## config.mk

```make
export PLATFORM = sky130hd
export DESIGN_NAME = icache
export DESIGN_NICKNAME = d
export VERILOG_FILES = /design/src/rtl/cpu_defs.sv /design/src/rtl/icache_array.sv /design/src/rtl/icache.sv
export SDC_FILE = /design/constraint.sdc
export NUM_CORES = 2
export LEC_CHECK = 0
export ABC_AREA = 1
export BUFFER_PORTS_ARGS = -buffer_cell sky130_fd_sc_hd__buf_2
export CAP_MARGIN = 20
export CORE_MARGIN = 2
export CORE_UTILIZATION = 51
export DETAILED_ROUTE_END_ITERATION = 8
export PLACE_DENSITY_LB_ADDON = 0.08
export SYNTH_ARGS = -nofsm -noshare
export SYNTH_HDL_FRONTEND = slang
export SYNTH_SLANG_ARGS = --single-unit
```

## constraint.sdc

```tcl
create_clock -name clk -period 4.6 [get_ports clk]
set_input_delay 1.38 -clock clk [delete_from_list [all_inputs] [get_ports clk]]
set_output_delay 1.38 -clock clk [all_outputs]
set_load 0.01 [all_outputs]
```

## src/rtl/cpu_defs.sv

```systemverilog
// Shared CPU-wide widths and the instruction-cache state encoding.
package cpu_defs;

    localparam int ADDR_W = 32;
    localparam int INS_W  = 32;

    typedef enum logic [1:0] {
        IC_IDLE,
        IC_REFILL,
        IC_RESP
    } ic_state_e;

endpackage

```

## src/rtl/icache_array.sv

```systemverilog
// Valid/tag/data storage for the direct-mapped instruction cache.
// One combinational read port and one write port for the refill word and line tag.
module icache_array
    import cpu_defs::*;
#(
    parameter int IDX_BITS = 4,
    parameter int OFS_BITS = 2,
    parameter int TAG_BITS = 24
) (
    input  logic                clk,
    input  logic                rst,
    input  logic [IDX_BITS-1:0] rd_idx,
    input  logic [OFS_BITS-1:0] rd_ofs,
    output logic                rd_valid,
    output logic [TAG_BITS-1:0] rd_tag,
    output logic [INS_W-1:0]    rd_word,
    input  logic                wr_en,
    input  logic [IDX_BITS-1:0] wr_idx,
    input  logic [OFS_BITS-1:0] wr_ofs,
    input  logic [INS_W-1:0]    wr_word,
    input  logic                tag_we,
    input  logic [TAG_BITS-1:0] wr_tag,
    input  logic                inv_en
);

    localparam int LINES = 1 << IDX_BITS;
    localparam int WORDS = 1 << OFS_BITS;

    logic [LINES-1:0]    valid_q;
    logic [TAG_BITS-1:0] tag_q  [LINES];
    logic [INS_W-1:0]    data_q [LINES*WORDS];

    // Only the valid bits need a reset; tags and data are qualified by them.
    always_ff @(posedge clk) begin
        if (!rst) begin
            valid_q <= '0;
        end else if (tag_we) begin
            valid_q[wr_idx] <= 1'b1;
        end else if (inv_en) begin
            valid_q[wr_idx] <= 1'b0;
        end
    end

    always_ff @(posedge clk) begin
        if (tag_we) begin
            tag_q[wr_idx] <= wr_tag;
        end
    end

    always_ff @(posedge clk) begin
        if (wr_en) begin
            data_q[{wr_idx, wr_ofs}] <= wr_word;
        end
    end

    assign rd_valid = valid_q[rd_idx];
    assign rd_tag   = tag_q[rd_idx];
    assign rd_word  = data_q[{rd_idx, rd_ofs}];

endmodule

```

## src/rtl/icache.sv

```systemverilog
// Direct-mapped instruction cache: single-cycle hits, in-order line refill
// through the memory controller's instruction port, flush-cancellable response.
module icache
    import cpu_defs::*;
#(
    parameter int IDX_BITS = 4,
    parameter int OFS_BITS = 2
) (
    input  logic              clk,
    input  logic              rst,
    input  logic              rdy,
    input  logic              flush,
    input  logic              fetch_valid,
    input  logic [ADDR_W-1:0] fetch_pc,
    output logic              fetch_busy,
    output logic [INS_W-1:0]  ins_out,
    output logic              ins_out_valid,
    output logic              ic_flag,
    output logic [ADDR_W-1:0] ins_addr,
    input  logic [INS_W-1:0]  ins,
    input  logic              ins_rdy
);

    localparam int TAG_BITS = ADDR_W - IDX_BITS - OFS_BITS - 2;

    function automatic logic [IDX_BITS-1:0] pc_index(input logic [ADDR_W-1:0] pc);
        return pc[IDX_BITS+OFS_BITS+1:OFS_BITS+2];
    endfunction

    function automatic logic [TAG_BITS-1:0] pc_tag(input logic [ADDR_W-1:0] pc);
        return pc[ADDR_W-1:IDX_BITS+OFS_BITS+2];
    endfunction

    function automatic logic [OFS_BITS-1:0] pc_offset(input logic [ADDR_W-1:0] pc);
        return pc[OFS_BITS+1:2];
    endfunction

    ic_state_e           state, state_next;
    logic [OFS_BITS-1:0] cnt;
    logic [ADDR_W-1:0]   pc_q;
    logic                cancel;
    logic                hit_valid_q;
    logic [INS_W-1:0]    hit_data_q;

    logic [IDX_BITS-1:0] line_idx;
    logic [OFS_BITS-1:0] line_ofs;
    logic                rd_valid;
    logic [TAG_BITS-1:0] rd_tag;
    logic [INS_W-1:0]    rd_word;
    logic                hit;
    logic                last_word;
    logic                wr_en;
    logic                tag_we;
    logic                inv_en;
    logic [3:0]          unused_pc_bits;

    assign unused_pc_bits = {fetch_pc[1:0], pc_q[1:0]};

    // In IDLE the array is looked up with the incoming pc, otherwise with the latched miss pc.
    assign line_idx  = (state == IC_IDLE) ? pc_index(fetch_pc)  : pc_index(pc_q);
    assign line_ofs  = (state == IC_IDLE) ? pc_offset(fetch_pc) : pc_offset(pc_q);
    assign hit       = rd_valid && (rd_tag == pc_tag(fetch_pc));
    assign last_word = (cnt == {OFS_BITS{1'b1}});
    assign wr_en     = rdy && (state == IC_REFILL) && ins_rdy;
    assign tag_we    = wr_en && last_word;
    assign inv_en    = rdy && (state == IC_IDLE) && fetch_valid && !hit;

    icache_array #(
        .IDX_BITS (IDX_BITS),
        .OFS_BITS (OFS_BITS),
        .TAG_BITS (TAG_BITS)
    ) u_array (
        .clk      (clk),
        .rst      (rst),
        .rd_idx   (line_idx),
        .rd_ofs   (line_ofs),
        .rd_valid (rd_valid),
        .rd_tag   (rd_tag),
        .rd_word  (rd_word),
        .wr_en    (wr_en),
        .wr_idx   (line_idx),
        .wr_ofs   (cnt),
        .wr_word  (ins),
        .tag_we   (tag_we),
        .wr_tag   (pc_tag(pc_q)),
        .inv_en   (inv_en)
    );

    always_ff @(posedge clk) begin
        if (!rst) begin
            state <= IC_IDLE;
        end else if (rdy) begin
            state <= state_next;
        end
    end

    always_comb begin
        state_next = state;
        case (state)
            IC_IDLE:   if (fetch_valid && !hit)  state_next = IC_REFILL;
            IC_REFILL: if (ins_rdy && last_word) state_next = IC_RESP;
            IC_RESP:                             state_next = IC_IDLE;
            default:                             state_next = IC_IDLE;
        endcase
    end

    // The hit response is registered; the miss response is read straight from the freshly filled line.
    always_ff @(posedge clk) begin
        if (!rst) begin
            cnt         <= '0;
            pc_q        <= '0;
            cancel      <= 1'b0;
            hit_valid_q <= 1'b0;
            hit_data_q  <= '0;
        end else if (rdy) begin
            hit_valid_q <= 1'b0;
            case (state)
                IC_IDLE: begin
                    cancel <= 1'b0;
                    if (fetch_valid && hit) begin
                        hit_valid_q <= !flush;
                        hit_data_q  <= rd_word;
                    end else if (fetch_valid) begin
                        pc_q <= fetch_pc;
                        cnt  <= '0;
                    end
                end
                IC_REFILL: begin
                    if (ins_rdy) cnt    <= cnt + 1'b1;
                    if (flush)   cancel <= 1'b1;
                end
                IC_RESP: cancel <= 1'b0;
                default: cancel <= 1'b0;
            endcase
        end
    end

    always_comb begin
        ic_flag       = 1'b0;
        ins_addr      = '0;
        fetch_busy    = (state != IC_IDLE);
        ins_out       = hit_data_q;
        ins_out_valid = hit_valid_q;
        case (state)
            IC_REFILL: begin
                ic_flag  = 1'b1;
                ins_addr = {pc_tag(pc_q), pc_index(pc_q), cnt, 2'b00};
            end
            IC_RESP: begin
                ins_out       = rd_word;
                ins_out_valid = !cancel && !flush;
            end
            default: ;
        endcase
    end

endmodule

```

# Word-level counts from Yosys, hierarchy flattened

Memories as Yosys holds them, arrays and structs flattened.
Index checks and enable logic that the tools add are counted.

Register bits: 86
Latch bits: 0
Bits in writable memories: 2432
Memory bits (read-only): 0
Input bits: 70
Word-level logic and storage cells: 77
Memories: 2

Memory list:

| memory         | words | bits a word | rd ports | clocked after memory_dff | wr ports | RTL line           | text |
|---|---|---|---|---|---|---|---|
| u_array.data_q | 64    | 32          | 1        | 0                        | 1        | icache_array.sv:31 | `logic [INS_W-1:0] data_q [LINES*WORDS];` |
| u_array.tag_q  | 16    | 24          | 1        | 0                        | 1        | icache_array.sv:30 | `logic [TAG_BITS-1:0] tag_q [LINES];` |

$add $sub $neg: 1
Multiply operators: 0
Div/mod/pow operators: 0
Magnitude comparators: 2
Equality and inequality tests: 10
Shift operators: 0
Mux-type cells: 27
Bitwise logic cells: 4
Reductions and logical operators: 24

Operators by type and width:

| cell                                                 | count |
|---|---|
| 2-to-1 mux 32 bit                                    | 2 |
| 2-to-1 mux 16 bit                                    | 2 |
| equality test 24 bit                                 | 1 |
| bitwise AND 16 bit                                   | 1 |
| NOT 16 bit                                           | 1 |
| bitwise OR 16 bit                                    | 1 |
| logical AND 1 bit                                    | 12 |
| 2-to-1 mux 1 bit                                     | 12 |
| 2-to-1 mux 2 bit                                     | 6 |
| != test 2 bit (second input constant)                | 4 |
| case mux 2 bit (2 select lines)                      | 2 |
| AND reduction 3 bit                                  | 2 |
| nonzero test 2 bit                                   | 3 |
| < comparator 4 x 5 -> 1 bit (second input constant)  | 1 |
| AND reduction 5 bit                                  | 1 |
| binary-select mux 1 bit (select 4 bit)               | 1 |
| demux 1 bit (select 4 bit)                           | 1 |
| equality test 2 bit (second input constant)          | 2 |
| >= comparator 4 x 1 -> 1 bit (second input constant) | 1 |
| 2-to-1 mux 4 bit                                     | 1 |
| != test 2 x 1 -> 1 bit (second input constant)       | 2 |
| AND reduction 4 bit                                  | 1 |
| logical NOT 1 bit                                    | 3 |
| adder 2 x 1 -> 2 bit (second input constant)         | 1 |
| 4 further kinds                                      | 4 |

# Logic depth before layout (Yosys ltp)

Depth after elaboration: 10
Mapped depth: 25
Mapped depth without buffers: 23

# Hierarchy

Synthesis repeated with hierarchy kept, for this count alone.

Cells, all modules: 8620
Area total of the unflattened synthesis: 101720.1 µm²

By module, submodules not included:

| module       | times used | cells each | area an instance (µm²) | sequential area each (µm²) |
|---|---|---|---|---|
| icache_array | 1          | 7886       | 97658.7                | 73350.3 |
| icache       | 1          | 734        | 4061.4                 | 1361.3 |

# Worst setup path before layout

OpenSTA, ideal clock, no wires.

Kind: input to output
From: input fetch_pc[4]
To: output ins_out[25]
Arrival time: 3354 ps
Slack: -134 ps
Stages: 12
Cell sequence: inv_1 -> nand2_1 -> nand2_2 -> buf_6 -> nor2_2 -> buf_2 -> buf_1 -> buf_1 -> nand2_1 -> a41oi_1 -> nor3_1 -> o21ai_0

Word-level cells in the longest chain between the ends: 3

RTL lines:

| element                   | RTL line      | text |
|---|---|---|
| from (decl)               | icache.sv:14  | `input logic [ADDR_W-1:0] fetch_pc,` |
| 2-to-1 mux 4 bit          | icache.sv:60  | `assign line_idx = (state == IC_IDLE) ? pc_index(fetch_pc) : pc_index(pc_q);` |
| memory read (64 x 32 bit) | n/a           |  |
| 2-to-1 mux 32 bit         | icache.sv:144 | `case (state)` |
| to (decl)                 | icache.sv:16  | `output logic [INS_W-1:0] ins_out,` |

Every way passes these cells.

# Final worst setup path

From: input fetch_pc[2]
To: output ins_out[30]

Word-level cells in the longest chain between the ends: 3

RTL lines:

| element                   | RTL line      | text |
|---|---|---|
| 2-to-1 mux 2 bit          | icache.sv:61  | `assign line_ofs = (state == IC_IDLE) ? pc_offset(fetch_pc) : pc_offset(pc_q);` |
| memory read (64 x 32 bit) | n/a           |  |
| 2-to-1 mux 32 bit         | icache.sv:144 |  |

Every way passes these cells.

==> run metrics <==
core area 197200 sq um; Post-Layout Cell Count 12068; CP Class in2out; wire per inst 27.82 um; critical path data arrival time 4020 ps; HPWL Detailed 198500 um; Residual DRC 0; clk_skew 41.29 ps; first-pass GRT wire length 473100 um; via count 71614; Worst-path clk slew 60 ps; vias per inst 5.934; final hold vios 0; largest net degree at the start of global routing 57; fillers 15286; grt total ovfl 0; crit path launch type input pin; Die Width 449.5 um; Req. time, crit path 3220 ps; sequential area share after synthesis 73.80%; Cell Pwr Density 424.5 nW/um^2; mapped cell area 101200 sq um; area delta synth->final 21.46%; Tcrit/Tclk final 117.4%; cells after synthesis 8490; clock latency at the later pin of the worst-skew pair 940 ps; static leakage 44.23 nW; ANT nets after route 0; max_slew headroom 19.27%; Initial Util 51.33%; Num CTS Buffers 279; maximum vdd drop 0.4038 mV; Hold-fix buffers, CTS 0; CTS root buf clkbuf_16; DRT Pass-1 Iters 6; syn avg cell area 11.92 sq um; Die Y 449.5 um; Netlist cell types 41; die footprint 202100 sq um; area share of the largest cell type after synthesis 72.14%; vias in the first global route 66929; Crit. End Element output port; GRT Overall Usage 32.36%; number of endpoints failing setup at the final stage 32; TritonCTS clock tree built; post-layout min period 5402 ps; H-tree Lvls 5; Iter 0 DRT Violations 9583; status complete, but fails checks; row count 163; fin. max-slew vios 0; synthesis-stage register bit count 2516; placed cells 11493; CTS max path bufs 4; failing checks negative setup slack; synth warn 0; Top-Level Pins 137; initial antenna violation count 24; GP Congestion 0.8895; Sink Count 2516; NumNets Final 9307; Port Buf Inserts 132; Synth area leaders edfxtp_1, o21ai_0, nand2_1, nor2_1, o22ai_1; RSZ-0062 raised after global routing true; critical path fanouts, max 6; final worst slack -801.9 ps; pre-CTS WS -1507 ps; Hold WS 462.5 ps; FMAX 185.1 MHz; share of layout cells above drive strength 1 17.34%; final WL 335700 um; Yosys top cell by area edfxtp_1; max_cap viols 0; actual slew at the worst max-slew pin 1211 ps; HP Class reg2reg
## sequential cells by signal, indices dropped and copies added (netlist names), named ones only
name,flops
u_array.data_q,2048
u_array.tag_q,384
hit_data_q,32
pc_q,30
cnt,2
state,2
cancel,1
hit_valid_q,1
## cell type report
class / instances / area (sq um) / area share, %
tap: 2640 / 3303 / 2.686
sequential: 2516 / 74710 / 60.76
clock inverter: 100 / 758.2 / 0.6167
multi-input combinational: 5005 / 24170 / 19.66
clock buffer: 364 / 7564 / 6.151
timing repair buffer: 989 / 10710 / 8.713
timing repair inverter: 1 / 16.27 / 0.01323
antenna: 9 / 22.52 / 0.01832
inverter: 444 / 1698 / 1.381
## layout by cell type, fill, tap and decap left out, types with 9 or more instances in the layout
master     Yosys  layout
clkinv_1       3      46
dfxtp_1       84      82
a22o_1        72      70
bufbuf_16      0      11
inv_1        434     430
o22ai_2        0      12
o21ai_4        1      11
clkinv_2       0      33
nand3_2        0      25
buf_8          0      16
nor2_4         2      96
nand3_1      142     113
buf_6          9      52
nand3b_1      30      30
buf_4         19     568
nor3_1        17      10
clkbuf_16      0     303
o21bai_1      16      16
diode_2        0       9
nand2_1     1525    1477
o21ai_1       41     130
bufinv_16      0      11
o21ai_2        4      24
nor2_1      1370    1253
buf_12         0     167
nor2_2         3      26
o21ai_0     1150    1031
nand4_1       63      63
clkbuf_1     388      70
edfxtp_1    2432    2432
nand2_2        6      46
a21oi_1       42      36
buf_16         0      34
o22ai_1      497     485
buf_2         84     127
## critical path, cell delays in order
cell	delay, ps
buf_4	130
inv_1	50
nand2_2	80
o21ai_4	60
buf_12	170
buf_16	170
buf_8	140
o21ai_2	110
o22ai_2	70
nand2_1	70
nand4_1	400
buf_12	300
nand2_8	80
nand2_4	60
nor3_4	330
buf_6	160
o21ai_4	70
buf_6	150
## through the flow
stage	utilization [%]	instance area, sq um	power (W)	setup TNS [ps]
after floorplan	-	101200	0.02814	0
after global placement	56.47	111400	0.03093	-78160
after detailed placement	56.48	111400	0.03099	-80610
after CTS	61.73	121700	0.05202	-22300
after global routing	62.34	122900	0.05356	-24180
final	62.35	123000	0.05219	-20880
## cell usage after synthesis (all sizes together)
master,number
o22ai,497
a211oi,1
inv,441
nor3,17
or2,4
nand2,1533
ha,1
clkinv,3
nand3,143
clkbuf,389
o21bai,16
conb,1
nand3b,30
a221oi,1
dfxtp,84
nand4,63
a31oi,2
o31ai,1
edfxtp,2432
o21ai,1196
o211ai,2
a22o,72
a41oi,4
a21oi,42
a31o,3
nor2,1375
buf,137
## report_power, final
group	switching, W	leakage (nW)	internal (W)
sequential	0.0000860	22.8	0.0252
clock	0.00874	4.06	0.0121
combinational	0.00391	17.3	0.00218
total	0.0127	44.2	0.0395
## routing by layer
layer  up-vias  global-route usage, %  wire length (um)
met5         -                      0                82
met4        12                  13.38             15090
met3       747                  5.445             32560
met2      3780                  52.28            158600
met1     35451                  43.73            129300
li1      31624                      -                 -
## final timing paths
check / slack [ps] / startpoint / endpoint / depth (start not counted)
setup / recovery: -800 / fetch_pc[2] / ins_out[30] / 18
hold / removal: 460 / register / register / 2
setup reg to reg: 360 / state[1] / hit_data_q[12] / 24
hold reg to reg: 460 / register / register / 2
## cells by family (layout without fill, tap and decap cells)
family | Yosys count | count (layout) | synth area share, %
other cells | 1 | 11 | 0.003704
fa+ha+maj | 1 | 1 | 0.01236
simple gates | 3165 | 3165 | 12.27
buf+inv | 970 | 1898 | 3.839
compound gates | 1837 | 1837 | 10.07
flops | 2516 | 2516 | 73.80
## what timing repair did
| action | in CTS | in global routing |
|---|---|---|
| gates resized for setup | 283 | 211 |
| pin swaps | 36 | 72 |
| endpoints found under the setup margin | 32 | 70 |
| buffers inserted | 41 | 33 |
| cloned | 20 | 14 |
Note: power is estimated with default switching activity, not from simulation.
